**src/rtl/bram_port_arbiter_if.sv**
```systemverilog
// Bus bundle between the three image-BRAM requesters, the arbiter and the BRAM port.
interface bram_port_arbiter_if;
  logic        ld_req_i;
  logic [17:0] ld_addr_i;
  logic [7:0]  ld_data_i;
  logic        ld_gnt_o;
  logic        ft_req_i;
  logic [17:0] ft_addr_i;
  logic        ft_gnt_o;
  logic        ft_rvalid_o;
  logic [7:0]  ft_rdata_o;
  logic        vg_req_i;
  logic [17:0] vg_addr_i;
  logic        vg_gnt_o;
  logic        vg_rvalid_o;
  logic [7:0]  vg_rdata_o;
  logic        ena_o;
  logic        wea_o;
  logic [17:0] addr_o;
  logic [7:0]  din_o;
  logic [7:0]  dout_i;
  logic        err_o;

  // Requester/BRAM side: drives requests and read data, observes everything else.
  modport master (
    output ld_req_i, ld_addr_i, ld_data_i, ft_req_i, ft_addr_i, vg_req_i, vg_addr_i, dout_i,
    input  ld_gnt_o, ft_gnt_o, ft_rvalid_o, ft_rdata_o, vg_gnt_o, vg_rvalid_o, vg_rdata_o,
           ena_o, wea_o, addr_o, din_o, err_o
  );

  // Arbiter side.
  modport slave (
    input  ld_req_i, ld_addr_i, ld_data_i, ft_req_i, ft_addr_i, vg_req_i, vg_addr_i, dout_i,
    output ld_gnt_o, ft_gnt_o, ft_rvalid_o, ft_rdata_o, vg_gnt_o, vg_rvalid_o, vg_rdata_o,
           ena_o, wea_o, addr_o, din_o, err_o
  );
endinterface

```
**src/rtl/bram_port_arbiter.sv**
```systemverilog
// Single-port image BRAM arbiter: loader writes, fetch reads and VGA reads share one port.
// VGA wins unless it has held the port VGA_BURST cycles while others wait; loader and
// fetch alternate when both pend. Out-of-range accesses are granted but never reach the BRAM.
module bram_port_arbiter #(
  parameter int MAX_ROW   = 360,
  parameter int MAX_COL   = 540,
  parameter int READ_LAT  = 1,
  parameter int VGA_BURST = 8
) (
  input logic clk,
  input logic rst_n,
  bram_port_arbiter_if.slave bus
);

  localparam logic [17:0] DEPTH = 18'(MAX_ROW * MAX_COL);
  localparam int CW = $clog2(VGA_BURST + 1);
  localparam logic [CW-1:0] BURST = CW'(VGA_BURST);

  typedef enum logic {RR_LD, RR_FT} rr_e;

  rr_e                 rr_ptr;
  logic [CW-1:0]       vga_cnt;
  logic                g_ld, g_ft, g_vg;
  logic                any_gnt, others, oor;
  logic [17:0]         sel_addr;
  logic                iss_ft, iss_vg, iss_oor;
  logic [READ_LAT-1:0] p_ft, p_vg, p_oor;
  logic [7:0]          ft_hold, vg_hold, ret_data;
  logic                ena_q, wea_q, err_q;
  logic [17:0]         addr_q;
  logic [7:0]          din_q;

  // Grant selection; nothing is granted while reset is asserted.
  always_comb begin
    g_ld   = 1'b0;
    g_ft   = 1'b0;
    g_vg   = 1'b0;
    others = bus.ld_req_i | bus.ft_req_i;
    if (rst_n) begin
      if (bus.vg_req_i && ((vga_cnt < BURST) || !others)) g_vg = 1'b1;
      else if (bus.ld_req_i && bus.ft_req_i) begin
        if (rr_ptr == RR_LD) g_ld = 1'b1;
        else                 g_ft = 1'b1;
      end
      else if (bus.ld_req_i) g_ld = 1'b1;
      else if (bus.ft_req_i) g_ft = 1'b1;
    end
  end

  assign any_gnt  = g_ld | g_ft | g_vg;
  assign sel_addr = g_ld ? bus.ld_addr_i : (g_ft ? bus.ft_addr_i : bus.vg_addr_i);
  assign oor      = any_gnt && (sel_addr >= DEPTH);

  // Round-robin pointer between loader/fetch and the VGA burst counter.
  always_ff @(posedge clk or negedge rst_n) begin
    if (!rst_n) begin
      rr_ptr  <= RR_LD;
      vga_cnt <= '0;
    end else begin
      if (g_vg && others) begin
        if (vga_cnt != BURST) vga_cnt <= vga_cnt + CW'(1);
      end else begin
        vga_cnt <= '0;
      end
      if (g_ld)      rr_ptr <= RR_FT;
      else if (g_ft) rr_ptr <= RR_LD;
    end
  end

  // Registered BRAM port drive plus sticky out-of-range flag.
  always_ff @(posedge clk or negedge rst_n) begin
    if (!rst_n) begin
      ena_q   <= 1'b0;
      wea_q   <= 1'b0;
      addr_q  <= '0;
      din_q   <= '0;
      err_q   <= 1'b0;
      iss_ft  <= 1'b0;
      iss_vg  <= 1'b0;
      iss_oor <= 1'b0;
    end else begin
      iss_ft  <= g_ft;
      iss_vg  <= g_vg;
      iss_oor <= oor;
      if (any_gnt) begin
        ena_q  <= !oor;
        wea_q  <= g_ld && !oor;
        addr_q <= sel_addr;
        din_q  <= g_ld ? bus.ld_data_i : 8'd0;
        if (oor) err_q <= 1'b1;
      end else begin
        ena_q <= 1'b0;
        wea_q <= 1'b0;
      end
    end
  end

  // Read tag pipe: the tag leaves the last stage in the cycle douta is valid.
  always_ff @(posedge clk or negedge rst_n) begin
    if (!rst_n) begin
      p_ft  <= '0;
      p_vg  <= '0;
      p_oor <= '0;
    end else begin
      p_ft[0]  <= iss_ft;
      p_vg[0]  <= iss_vg;
      p_oor[0] <= iss_oor;
      for (int i = 1; i < READ_LAT; i++) begin
        p_ft[i]  <= p_ft[i-1];
        p_vg[i]  <= p_vg[i-1];
        p_oor[i] <= p_oor[i-1];
      end
    end
  end

  // Out-of-range reads never touched the BRAM, so they return zero.
  assign ret_data = p_oor[READ_LAT-1] ? 8'd0 : bus.dout_i;

  // Last returned data per reader, so rdata holds between pulses.
  always_ff @(posedge clk or negedge rst_n) begin
    if (!rst_n) begin
      ft_hold <= '0;
      vg_hold <= '0;
    end else begin
      if (p_ft[READ_LAT-1]) ft_hold <= ret_data;
      if (p_vg[READ_LAT-1]) vg_hold <= ret_data;
    end
  end

  assign bus.ld_gnt_o    = g_ld;
  assign bus.ft_gnt_o    = g_ft;
  assign bus.vg_gnt_o    = g_vg;
  assign bus.ft_rvalid_o = p_ft[READ_LAT-1];
  assign bus.vg_rvalid_o = p_vg[READ_LAT-1];
  assign bus.ft_rdata_o  = p_ft[READ_LAT-1] ? ret_data : ft_hold;
  assign bus.vg_rdata_o  = p_vg[READ_LAT-1] ? ret_data : vg_hold;
  assign bus.ena_o       = ena_q;
  assign bus.wea_o       = wea_q;
  assign bus.addr_o      = addr_q;
  assign bus.din_o       = din_q;
  assign bus.err_o       = err_q;

endmodule

```
**src/flat_wrapper.sv**
```systemverilog
// flat-port wrapper written by rule: the top's interface ports become plain ports
module bram_port_arbiter_flat 
#(
  parameter int MAX_ROW   = 360,
  parameter int MAX_COL   = 540,
  parameter int READ_LAT  = 1,
  parameter int VGA_BURST = 8
)
  (clk, rst_n, bus_ld_req_i, bus_ld_addr_i, bus_ld_data_i, bus_ft_req_i, bus_ft_addr_i, bus_vg_req_i, bus_vg_addr_i, bus_dout_i, bus_ld_gnt_o, bus_ft_gnt_o, bus_ft_rvalid_o, bus_ft_rdata_o, bus_vg_gnt_o, bus_vg_rvalid_o, bus_vg_rdata_o, bus_ena_o, bus_wea_o, bus_addr_o, bus_din_o, bus_err_o);
  bram_port_arbiter_if bus_i ();
  input logic clk;
  input logic rst_n;
  input wire logic [$bits(bus_i.ld_req_i)-1:0] bus_ld_req_i;
  input wire logic [$bits(bus_i.ld_addr_i)-1:0] bus_ld_addr_i;
  input wire logic [$bits(bus_i.ld_data_i)-1:0] bus_ld_data_i;
  input wire logic [$bits(bus_i.ft_req_i)-1:0] bus_ft_req_i;
  input wire logic [$bits(bus_i.ft_addr_i)-1:0] bus_ft_addr_i;
  input wire logic [$bits(bus_i.vg_req_i)-1:0] bus_vg_req_i;
  input wire logic [$bits(bus_i.vg_addr_i)-1:0] bus_vg_addr_i;
  input wire logic [$bits(bus_i.dout_i)-1:0] bus_dout_i;
  output wire logic [$bits(bus_i.ld_gnt_o)-1:0] bus_ld_gnt_o;
  output wire logic [$bits(bus_i.ft_gnt_o)-1:0] bus_ft_gnt_o;
  output wire logic [$bits(bus_i.ft_rvalid_o)-1:0] bus_ft_rvalid_o;
  output wire logic [$bits(bus_i.ft_rdata_o)-1:0] bus_ft_rdata_o;
  output wire logic [$bits(bus_i.vg_gnt_o)-1:0] bus_vg_gnt_o;
  output wire logic [$bits(bus_i.vg_rvalid_o)-1:0] bus_vg_rvalid_o;
  output wire logic [$bits(bus_i.vg_rdata_o)-1:0] bus_vg_rdata_o;
  output wire logic [$bits(bus_i.ena_o)-1:0] bus_ena_o;
  output wire logic [$bits(bus_i.wea_o)-1:0] bus_wea_o;
  output wire logic [$bits(bus_i.addr_o)-1:0] bus_addr_o;
  output wire logic [$bits(bus_i.din_o)-1:0] bus_din_o;
  output wire logic [$bits(bus_i.err_o)-1:0] bus_err_o;
  assign bus_i.ld_req_i = bus_ld_req_i;
  assign bus_i.ld_addr_i = bus_ld_addr_i;
  assign bus_i.ld_data_i = bus_ld_data_i;
  assign bus_i.ft_req_i = bus_ft_req_i;
  assign bus_i.ft_addr_i = bus_ft_addr_i;
  assign bus_i.vg_req_i = bus_vg_req_i;
  assign bus_i.vg_addr_i = bus_vg_addr_i;
  assign bus_i.dout_i = bus_dout_i;
  assign bus_ld_gnt_o = bus_i.ld_gnt_o;
  assign bus_ft_gnt_o = bus_i.ft_gnt_o;
  assign bus_ft_rvalid_o = bus_i.ft_rvalid_o;
  assign bus_ft_rdata_o = bus_i.ft_rdata_o;
  assign bus_vg_gnt_o = bus_i.vg_gnt_o;
  assign bus_vg_rvalid_o = bus_i.vg_rvalid_o;
  assign bus_vg_rdata_o = bus_i.vg_rdata_o;
  assign bus_ena_o = bus_i.ena_o;
  assign bus_wea_o = bus_i.wea_o;
  assign bus_addr_o = bus_i.addr_o;
  assign bus_din_o = bus_i.din_o;
  assign bus_err_o = bus_i.err_o;
  bram_port_arbiter #(.MAX_ROW(MAX_ROW), .MAX_COL(MAX_COL), .READ_LAT(READ_LAT), .VGA_BURST(VGA_BURST)) u_core (.clk(clk), .rst_n(rst_n), .bus(bus_i));
endmodule
```
**config.mk**
```make
export PLATFORM = sky130hd
export DESIGN_NAME = bram_port_arbiter_flat
export DESIGN_NICKNAME = d
export VERILOG_FILES = /design/src/rtl/bram_port_arbiter_if.sv /design/src/rtl/bram_port_arbiter.sv /design/src/flat_wrapper.sv
export SDC_FILE = /design/constraint.sdc
export NUM_CORES = 1
export LEC_CHECK = 0
export ABC_AREA = 1
export CAP_MARGIN = 10
export CORE_MARGIN = 5
export CORE_UTILIZATION = 25
export DETAILED_ROUTE_END_ITERATION = 8
export HOLD_SLACK_MARGIN = 0.1
export MAX_ROUTING_LAYER = met4
export PLACE_DENSITY = 0.65
export SYNTH_ARGS = -nofsm -noshare
export SYNTH_HDL_FRONTEND = slang
export SYNTH_SLANG_ARGS = --single-unit
```
**constraint.sdc**
```tcl
create_clock -name clk -period 2.2 [get_ports clk]
set_input_delay 0.44 -clock clk [delete_from_list [all_inputs] [get_ports clk]]
set_output_delay 0.44 -clock clk [all_outputs]
set_load 0.05 [all_outputs]
```
==> metrics, run 1 <==
grt ovf=0; CTS tree=yes; H-tree levels=2; TNS Setup=0 ns; syn_nets=425; Max IR drop VDD=approximately 0.00045 V; average size of a mapped cell=roughly 8 um^2; Slew HR=a little under three fifths; final setup vio count=0; worst path cell trace=nor2_1 > a21oi_1 > buf_12; # placed instances=approximately 630; top routing layer used=met4; top cell type's share of synthesized area=approximately 50%; met3 wire len=about 430 um; clk_skew=approximately 0.0067 ns; Max Clock Freq=between 400 and 500 MHz; RePlAce Congestion=0.8341; hold path start=u_core.iss_ft; worst hold path stage count=0; worst-skew pair later-pin latency=0.30 ns; Tcrit/Tclk final=between 90% and 100%; routed vias=roughly 2700; Ports=around 130; largest net degree at the start of global routing=57; Seq cells post-synth=56; most frequent cells in the layout=clkdlybuf4s50_1, nand2_1, dfrtp_1; Critical R2R Capture=u_core.bus.err_o; largest stage delay on the critical path=between 0.6 and 0.7 ns; Total Routed Length=roughly 8400 um; CP required=1.76 ns; Min-Delay Path Class=register to register; commonest non-fill, non-tap cell in the layout=clkdlybuf4s50_1; max cap viols=0; clock buffer depth=2; largest cells by area after synthesis=dfrtp_1, nand2_1, nand3_1, nor2_1, inv_1; Util after Layout=around 44%; WL/cell=13.10 um; DP HPWL=~7000 um; Crit-path slowest cell=dfrtp_1; number of port buffers=approximately 120; Reg2Reg Launch Point=u_core.rr_ptr; clk slew on worst S/H paths=0.09 ns; CP Max Fanout=17; share of cells above drive strength 1=~17%; count of final max-slew check failures=0; Post-Syn Instances=around 350; Row Count=38; Yosys Warn Count=0; Finished Layout Cells=between 600 and 700; initial antenna violation count=0; Static Leak=between 0.002 and 0.0025 uW; Worst setup EP type=output port; die width=roughly 120 um; reg2reg path depth=13; Total Power=between 3000 and 4000 uW; startpoint type of the worst setup path=register; fillers=approximately 1100; status=finished clean; register-to-register setup slack=0.41 ns; initial drt markers=between 90 and 100; number of global-route vias before repair=2679; Hold Vio Cnt, Final=0; total track usage=~13%; Yosys cell types=28; drc violations=0; Netlist Area Pre-Place=approximately 2800 um^2; clk root buf=clkbuf_8; Met2 Wirelength=between 3000 and 4000 um; pin slew with the least headroom to its limit=0.6748 ns; Fin Hold WS=0.3573 ns; unrepaired setup endpoints after global routing=false; CTS Sinks=56; CP Class=register to output port; post-route ant nets=0; first-pass GRT wire length=~13000 um; n_diodes=0; Power Dens Cells=738.0 nW/um^2; full die area=13310 um^2; vias per cell=approximately 4.2; wire length on met1=3900 um; Initial Util=about a quarter; 1st-pass router iterations=4; WHS Endpoint=u_core.bus.ft_rvalid_o; Die Height=between 100 and 150 um; Final min period=roughly 2.0 ns; Final #Nets=between 500 and 600; sequential area share after synthesis=50.50%; Yosys top cell by area=dfrtp_1; core area=between 10000 and 15000 um^2; synthesis-to-layout area growth=72.14%; CP arrival=1.58 ns; Num CTS Buffers=5
how the worst max path moves through the flow:
stage | from | to | cells after the start
2_1_floorplan | u_core.bus.ft_rvalid_o | bus_ft_rdata_o[5] | 4
3_3_place_gp | bus_ft_req_i | u_core.bus.wea_o | 14
3_5_place_dp | bus_ft_req_i | u_core.bus.addr_o[5] | 11
4_1_cts | bus_ld_req_i | bus_ld_gnt_o | 7
5_1_grt | u_core.bus.ft_rvalid_o | bus_ft_rdata_o[1] | 3
6_report | u_core.bus.ft_rvalid_o | bus_ft_rdata_o[2] | 3
layout make-up:
| cell class | count | area (um^2) | share of cell area, % |
|---|---|---|---|
| sequential | 56 | 1403 | 29.36 |
| timing repair buffer | 163 | 1773 | 37.11 |
| clock inverter | 1 | 30.03 | 0.6286 |
| clock buffer | 7 | 96.34 | 2.017 |
| multi-input combinational | 243 | 1184 | 24.78 |
| inverter | 31 | 116.4 | 2.436 |
| tap | 140 | 175.2 | 3.667 |
cell usage after synthesis:
cell type	instances
clkbuf_1	6
a21oi_4	1
buf_2	8
xor2_1	1
or2_0	3
buf_6	3
nand2_2	4
a21oi_2	1
a31oi_1	3
or2_1	2
xnor2_1	1
o21ai_0	20
nand3b_1	3
nor3_1	1
ha_1	2
a21oi_1	19
inv_2	2
buf_4	1
o21ai_2	1
inv_1	29
nor2_1	36
nand2_4	1
nand3_1	36
a22o_1	8
or2_2	2
dfrtp_1	56
nand2_1	96
o21ai_1	2
critical path: cells and delay by family (launching register included):
family          cells  cell delay (ns)
compound gates      1             0.31
flops               1             0.67
buf+inv             1             0.19
simple gates        1             0.11
state kept, by name, summed over array words and instances, names as in the netlist, 4 cells and up:
register / cells
u_core.bus.addr_o: 18
u_core.vga_cnt: 4
u_core.vg_hold: 8
u_core.ft_hold: 8
u_core.bus.din_o: 8
metal layers:
metal  global-route usage [%]  vias to the layer above
met2                    20.83                       80
met1                    16.49                     1216
met3                    1.789                        9
met4                    3.286                        0
met5                        -                        -
li1                         -                     1413
power by group:
group	total, uW	switching (uW)	internal, uW
sequential	1250	77.0	1180
clock	716	314	402
combinational	1560	895	662
total	3530	1290	2240
timing repair:
action | in CTS | in global routing
setup endpoints to repair | 2 | 8
resized for setup | 2 | 8
hold buffers | 0 | 0
pin swaps | 0 | 2
buffers inserted | 1 | 5
kinds of logic (layout without fill, tap and decap cells):
| kind of cell | after synthesis | in the layout | synth area share [%] |
|---|---|---|---|
| xor+xnor | 2 | 2 | 0.6313 |
| fa+ha+maj | 2 | 2 | 0.9016 |
| simple gates | 184 | 184 | 28.22 |
| compound gates | 55 | 55 | 11.81 |
| buf+inv | 49 | 202 | 7.935 |
| flops | 56 | 56 | 50.50 |
metrics by stage:
| stage | setup WS, ns | instance area, um^2 |
|---|---|---|
| final | 0.1817 | 4777 |
| after detailed placement | -0.1873 | 4571 |
| after CTS | -0.04930 | 4718 |
| after global placement | -0.1502 | 4571 |
| after global routing | 0.07178 | 4777 |
| after floorplan | -0.2655 | 2775 |
(Power assumes the default switching activity.)
==> run 2, diff against run 1 <==
==> constraint.sdc (replaced) <==
create_clock -name clk -period 2.4 [get_ports clk]
set_input_delay 0.48 -clock clk [delete_from_list [all_inputs] [get_ports clk]]
set_output_delay 0.48 -clock clk [all_outputs]
set_load 0.05 [all_outputs]
==> metrics, run 2 (same netlist as run 1, synthesis figures left out) <==
number of port buffers=124 (unchanged); Resized Gates After CTS=0 (-2); total track usage=12.28% (-0.41 points); pin slew with the least headroom to its limit=0.6732 ns (-0.001602 ns); area post-placement=4508 um^2 (-1.4%); Stages on worst setup path=7 (+4); number of global-route vias before repair=2705 (+0.97%); die width=115.4 um (unchanged); CTS tree=yes; Internal=1870 uW (-17%); H-tree levels=2 (unchanged); Finished Layout Cells=623 (-2.8%); initial antenna violation count=0 (unchanged); most frequent cells in the layout=clkdlybuf4s50_1, nand2_1, dfrtp_1, nor2_1, nand3_1; clk slew on worst S/H paths=0.10 ns (about the same); Tcrit/Tclk final=96.71%; grt ovf=0 (unchanged); post-route ant nets=0 (unchanged); clk_skew=0.006190 ns (-0.0004629 ns); Worst setup EP type=output port; Hold-fix buffers, CTS=0 (unchanged); WHS Endpoint=u_core.bus.ft_rvalid_o; full die area=13310 um^2 (unchanged); status=finished clean; hold path start=u_core.iss_ft; Final #Nets=559 (-3.1%); register share of total power=37.5% (+2.0 points); CP Buf/Inv Count=4 (+3); DP HPWL=6705 um (-3.0%); largest net degree at the start of global routing=57 (unchanged); CP Class=input port to output port; reg2reg path depth=10 (-3); max cap viols=0 (unchanged); Max IR drop VDD=0.0003623 V (-19%); Die Height=115.4 um (unchanged); worst hold path stage count=0 (unchanged); 1st-pass router iterations=6 (+2); count of final max-slew check failures=0 (unchanged); Fin Hold WS=0.3523 ns (-0.005043 ns); post-route cell area=4613 um^2 (-3.4%); worst path cell trace=clkdlybuf4s50_1 > nand2_1 > a21oi_1 > nand2_4 > inv_2 > buf_12 > buf_12; sw power=1189 uW (-7.6%); fillers=1086 (+2.0%); Ports=125 (unchanged); vias per cell=4.345 (+2.5%); core area=10840 um^2 (unchanged); Slew HR=55.12% (+0.11 points); Reg2Reg Launch Point=u_core.rr_ptr; Power Dens Cells=662.9 nW/um^2 (-10%); drc violations=0 (unchanged); Total Power=3058 uW (-13%); Row Count=38 (unchanged); clk root buf=clkbuf_8; Static Leak=0.002181 uW (-4.9%); Clock Power Share=16.8% (-3.5 points); Initial Util=25.60% (unchanged); # placed instances=615 (-1.9%); CP arrival=1.84 ns (+0.26 ns); n_diodes=0 (unchanged); Hold Vio Cnt, Final=0 (unchanged); Top delay family on crit path=buffers and inverters; Logic pwr share=45.8% (+1.6 points); commonest non-fill, non-tap cell in the layout=clkdlybuf4s50_1; Crit-path slowest cell=clkdlybuf4s50_1; final setup vio count=0 (unchanged); share of cells above drive strength 1=13.04% (-4.1 points); CP required=1.92 ns (+0.16 ns); first-pass GRT wire length=12830 um (-2.9%); max FFs per register=18 (unchanged); Max Clock Freq=roughly 430 MHz; RePlAce Congestion=0.8251 (-1.1%); largest stage delay on the critical path=0.52 ns (-0.15 ns); clock buffer depth=2 (unchanged); Crit path top cell by count=buf_12; postcts setup bufs=0 (-1); Critical R2R Capture=u_core.bus.err_o; startpoint type of the worst setup path=input port; initial drt markers=89 (-10%); Sw Ratio=38.87% (+2.4 points); register-to-register setup slack=0.63 ns (+0.22 ns); WL/cell=13.08 um (-0.19%); synthesis-to-layout area growth=66.23%; routed vias=2707 (-0.40%); worst-skew pair later-pin latency=0.31 ns (about the same); Total Routed Length=8148 um (-3.0%); Min-Delay Path Class=register to register; CTS Sinks=56 (unchanged); CP Max Fanout=20 (+3); Final min period=about 2.3 ns; Num CTS Buffers=5 (unchanged)
## run 2: changes by cell type in the layout (fill, tap and decap cells not counted), sizes merged
cell,previous run,this run
inv,31,32
clkinv,0,2
clkbuf,7,5
dlymetal6s2s,2,0
clkdlybuf4s50,100,103
bufinv,1,0
buf,61,42
## run 2: area by class of cell
cell class              count  area [um^2]  share of cell area [%]
clock inverters             3        22.52                  0.4882
multi-input cells         243         1172                   25.41
clock buffers               5        68.82                   1.492
flip-flops and latches     56         1401                   30.38
well taps                 140        175.2                   3.797
inverters                  31        116.4                   2.522
repair buffers            145         1657                   35.91
## run 2: worst max path at each step
| stage | from | to | slack [ns] |
|---|---|---|---|
| after CTS | bus_ft_req_i | bus_ft_gnt_o | 0.05 |
| final | bus_ld_req_i | bus_ld_gnt_o | 0.08 |
| after global routing | bus_ld_req_i | bus_ld_gnt_o | -0.01 |
| after detailed placement | bus_ft_req_i | u_core.bus.err_o | -0.06 |
| after global placement | bus_ft_req_i | u_core.bus.err_o | 0.002 |
| after floorplan | u_core.bus.ft_rvalid_o | bus_ft_rdata_o[5] | -0.11 |
## run 2: per-stage QoR
step | TNS (ns) | util (%) | worst slack, ns
final | 0 | 42.56 | 0.07889
after global routing | -0.01060 | 42.56 | -0.01060
after CTS | 0 | 42.43 | 0.04612
after detailed placement | -0.1510 | 41.59 | -0.06218
after global placement | 0 | 41.59 | 0.001802
after floorplan | -0.3869 | - | -0.1055
## run 2: layer usage
layer	wire (um)	vias up	part of all wire [%]	track usage [%]
li1	-	1379	-	-
met1	3727	1223	46	15.93
met2	3805	91	47	19.79
met3	467	14	5.7	1.895
met4	148	0	1.8	3.756
met5	0	-	0	-
## run 2: power groups by stage
stage / Combinational (uW) / Sequential (uW) / Clock, uW
global route: 1480 / 1160 / 580
detailed placement: 1410 / 1160 / 0
global placement: 1400 / 1160 / 0
finish: 1400 / 1150 / 513
CTS: 1410 / 1150 / 546
floorplan: 474 / 1410 / 0
## run 2: worst reg2reg max path: stages, from the launching register on
cell and delay [ns]:
dfrtp_1 0.41, a21oi_1 0.26, nand2_4 0.14, buf_12 0.17
or2_0 0.19, nand2_1 0.11, nor2_1 0.05, a21oi_1 0.15
nand2_2 0.09, nand2_2 0.07, nand2_1 0.04
